===== src/rtl/lfsr_seq_checker_sat_counter.sv =====
// Saturating up-counter; clr wins over inc, rst wins over both.
module lfsr_seq_checker_sat_counter #(
   parameter int CNT_W = 16
) (
   input  logic             clk,
   input  logic             rst,
   input  logic             inc,
   input  logic             clr,
   output logic [CNT_W-1:0] count
);

   always_ff @(posedge clk) begin
      if (rst || clr) begin
         count <= '0;
      end else if (inc && (count != {CNT_W{1'b1}})) begin
         count <= count + CNT_W'(1);
      end
   end

endmodule


===== config.mk =====
export PLATFORM = sky130hd
export DESIGN_NAME = lfsr_seq_checker_sat_counter
export DESIGN_NICKNAME = d
export VERILOG_FILES = /design/src/rtl/lfsr_seq_checker_sat_counter.sv
export SDC_FILE = /design/constraint.sdc
export NUM_CORES = 1
export LEC_CHECK = 0
export CORE_ASPECT_RATIO = 2
export CORE_UTILIZATION = 30
export CTS_CLUSTER_SIZE = 25
export DETAILED_ROUTE_END_ITERATION = 7
export PLACE_DENSITY = 0.64
export SYNTH_ARGS = -nofsm -noshare
export SYNTH_HDL_FRONTEND = slang
export SYNTH_SLANG_ARGS = --single-unit

===== constraint.sdc =====
create_clock -name clk -period 1.9 [get_ports clk]
set_input_delay 0.38 -clock clk [delete_from_list [all_inputs] [get_ports clk]]
set_output_delay 0.38 -clock clk [all_outputs]
set_load 0.05 [all_outputs]

# == Word-level counts from Yosys, hierarchy flattened ==
# Index checks and enable logic that the tools add are counted.
# op_classes
add_sub_neg,1
eq_ne,1
reduce_logical,2
# ops
cell,n
$add 16x1->16 const B,1
$ne 16x16->1 const B,1
$logic_and 1x1->1,1
$logic_or 1x1->1,1
# word_totals
regBits,16
input_bits,4
elab_cells,5

# == Logic depth before layout (Yosys ltp) ==
# logic_depth
ltp_word,2
ltp_mapped,5
mapped_depth_nobuf,5

# == Worst setup path before layout ==
# Ideal clock, no wire load.
# synth_timing
path_kind,register to register
from,register count[0]
to,register count[5]
setup_time_ps,116
arrival_ps,1901
path_slack_ps,-117
stages_incl_launch_ff,5
path_buffers,0
synth_period_minus_slack_ps,2017
cell_sequence,dfxtp_1 > ha_1 > nand3_1 > or4_4 > a41o_1
# synth_via
elab_chain_cells,2
word_cells_on_any_way,3
cone_classes,add/sub (1); eq/ne (1); reduce/logical (1)
# synth_rtl
element,line_no,source
"start, declared",9,output logic [CNT_W-1:0] count
"start signal, assigned",16,count <= count + CNT_W'(1);
branches (longest 2 deep; another with $add 16x1->16),--,
# Parallel ways; which one is timed is not known.
# A chain may end at the register's enable or synchronous reset.

# == Worst setup path in the final report ==
# layout_timing
from,register count[0]
to,output port count[0]
# No word-level cell between the ends.

==> out/results.tsv <==
stage	metric	value	unit
run_status	status	complete, no violations	
flow_run	max cap viols	0	
global_route	busiest grt layer	met2	
timing	clock skew	0.00175	ns
placement	post-DP HPWL	1620	um
die	Die ar.	3050	um2
clock_network	post-CTS resize count	0	
placement	Cells after DPL	145	
yosys	Yosys cell types	30	
timing	setup violators final	0	
routing	vias per inst	5.76	
clock_network	Clk Latency, worst-skew pair	0.25	ns
die	Site Rows	26	
timing	fmax	546	MHz
finish	non-filler cells, final	148	
placement	Place WS	0.00497	ns
timing	Final Slew Violations	0	
global_route	all-layer global routing usage	0.157	
worst_setup_path	crit-path leading delay family	buffers and inverters	
finish	largest reg by FF count	count	
global_route	first-pass GRT wire length	3450	um
global_route	number of global-route vias before repair	775	
worst_setup_path	Critical Path Slowest Stage Cell	clkdlybuf4s50_1	
finish	Reg area	323	um2
worst_setup_path	critical-path cell list	clkdlybuf4s50_1	
power	peak supply drop	404	uV
routing	Routed Wire Length	2140	um
yosys	synth warn	0	
yosys	mapped cell area	847	um2
worst_setup_path	Worst Path Required	1.52	ns
clock_network	total clock sinks	16	
finish	max reg flops	16	
worst_setup_path	CP Max Fanout	5	
routing	DR vias	852	
yosys	Avg Inst Size Synth	8.92	um2
timing	Final Cycle Share	0.963	
timing	fin crit period	1.83	ns
worst_setup_path	Bufs and invs on worst path	1	
finish	design area	1110	um2
timing	Slew HR	0.618	
finish	final cell utilization of the core	0.428	
worst_setup_path	Worst Path Arrival	1.45	ns
timing	Final Hold Vio Count	0	
placement	PortBufs	19	
timing	Final WS setup	0.0699	ns
routing	Routed Antenna Nets	0	
clock_network	H-tree levels	1	
timing	RSZ-0062 raised after global routing	false	
power	static leakage	0.443	nW
timing	Tightest Pin Transition	0.566	ns
global_route	M1 GR Usage	0.168	
power	Final Total Pwr	627	uW
worst_setup_path	crit-path max cell delay	0.82	ns
routing	drt first-iter violations	10	
yosys	Seq/Total Area, Yosys	0.378	
die	Starting Density	0.325	
power	Power Density	563	nW/um2
global_route	largest net degree at the start of global routing	16	
placement	RD Place Congestion	0.817	
die	Die Width	39.6	um
finish	registers with the most flip-flops	count x16	
finish	filler cell count	282	
finish	P&R area growth vs syn	31.5	%
routing	drt pass-1 iters	4	
die	die height	77.1	um
yosys	Post-Synthesis Cells	95	
worst_setup_path	Worst setup SP type	register	
timing	setup TNS	0	ns
placement	Post-Place Cell Area	1070	um2
routing	# DRC	0	
min_path	Hold WC Path Type	reg -> reg	
finish	n_diodes	0	
global_route	antenna violations before repair	0	
yosys	Mapped Nets	100	
clock_network	cts hold-fix bufs	0	
clock_network	clock buffer depth	2	
worst_setup_path	critical path class	reg -> out	
clock_network	Worst-path clk slew	0.06	ns
yosys	register bit count reported by yosys	16	
die	CORE AREA	2600	um2
clock_network	CTS tree	built	
finish	layout net count	127	
clock_network	postcts setup bufs	0	
die	# IOs	20	
routing	WL/cell	14.4	um
global_route	GRT overflow	0	
worst_setup_path	endpoint type of the worst setup path	primary output	
global_route	met2 GRT Util	0.272	
timing	final hold slack	0.484	ns
global_route	met3 usage	0.0173	
clock_network	root buf cell	clkbuf_8	
finish	multi-input logic area	510	um2
clock_network	number of buffers created by CTS	3	
finish	layout cells sized above 1	0.267	
where the power goes:
part / switching (mW) / internal [mW] / total, mW / leakage (nW)
clock network: 0.113 / 0.141 / 0.254 / 0.0216
logic: 0.0199 / 0.0137 / 0.0336 / 0.291
registers: 0.00231 / 0.337 / 0.340 / 0.130
total: 0.136 / 0.492 / 0.627 / 0.443
placed cells by master, fill, tap and decap left out, drive strengths merged:
| master | n |
|---|---|
| buf | 20 |
| dfxtp | 16 |
| a21oi | 9 |
| nor2 | 7 |
| nand4 | 7 |
| nand2 | 6 |
| nand3 | 5 |
| o21ai | 5 |
| or3 | 5 |
| clkdlybuf4s50 | 5 |
| and4 | 4 |
| a41o | 4 |
| or4 | 4 |
| o31ai | 3 |
| a31oi | 3 |
| clkbuf | 3 |
| xor2 | 2 |
| and2 | 2 |
| or2 | 1 |
| and3 | 1 |
| o41ai | 1 |
| inv | 1 |
| nor4 | 1 |
| nor3 | 1 |
| o211a | 1 |
| a211oi | 1 |
| xnor2 | 1 |
| ha | 1 |
synthesized netlist by cell type, drive strengths merged:
cell / count / share of area
or4: 4 / 0.040
o211a: 1 / 0.012
clkbuf: 3 / 0.015
inv: 1 / 0.0044
nor2: 7 / 0.031
a41o: 4 / 0.047
a211oi: 1 / 0.0089
nand3: 5 / 0.030
nand4: 7 / 0.077
xor2: 2 / 0.021
and4: 4 / 0.041
nor4: 1 / 0.015
o41ai: 1 / 0.019
ha: 1 / 0.015
or3: 5 / 0.037
o31ai: 3 / 0.027
a21oi: 9 / 0.053
o21ai: 5 / 0.030
nand2: 6 / 0.027
nor3: 1 / 0.0059
or2: 1 / 0.0074
xnor2: 1 / 0.010
and2: 2 / 0.015
dfxtp: 16 / 0.38
and3: 1 / 0.013
a31oi: 3 / 0.022
layout make-up:
| type | count | share of cell area |
|---|---|---|
| clock buffers | 3 | 0.0371 |
| inverters | 1 | 0.00337 |
| repair buffers | 25 | 0.180 |
| multi-input cells | 75 | 0.458 |
| flip-flops and latches | 16 | 0.290 |
| well taps | 28 | 0.0315 |
final timing paths:
path,start,end,slack (ns),cells after the start
worst min register to register,count[1]$_SDFFE_PP0P_,count[1]$_SDFFE_PP0P_,0.48,2
worst max-delay path,count[0]$_SDFFE_PP0P_,count[0],0.07,1
worst min-delay path,count[1]$_SDFFE_PP0P_,count[1]$_SDFFE_PP0P_,0.48,2
worst max register to register,count[0]$_SDFFE_PP0P_,count[3]$_SDFFE_PP0P_,0.14,5
kinds of logic after synthesis:
family	synth area share
xor+xnor	0.0310
compound gates	0.219
fa+ha+maj	0.0148
simple gates	0.338
buf+inv	0.0192
flops	0.378
layer usage:
layer	routed length, um	up-vias
met1	813	407
met2	1220	14
li1	-	426
met4	50	0
met5	0	-
met3	52	5
No activity file was read; power rests on OpenSTA's default activity.
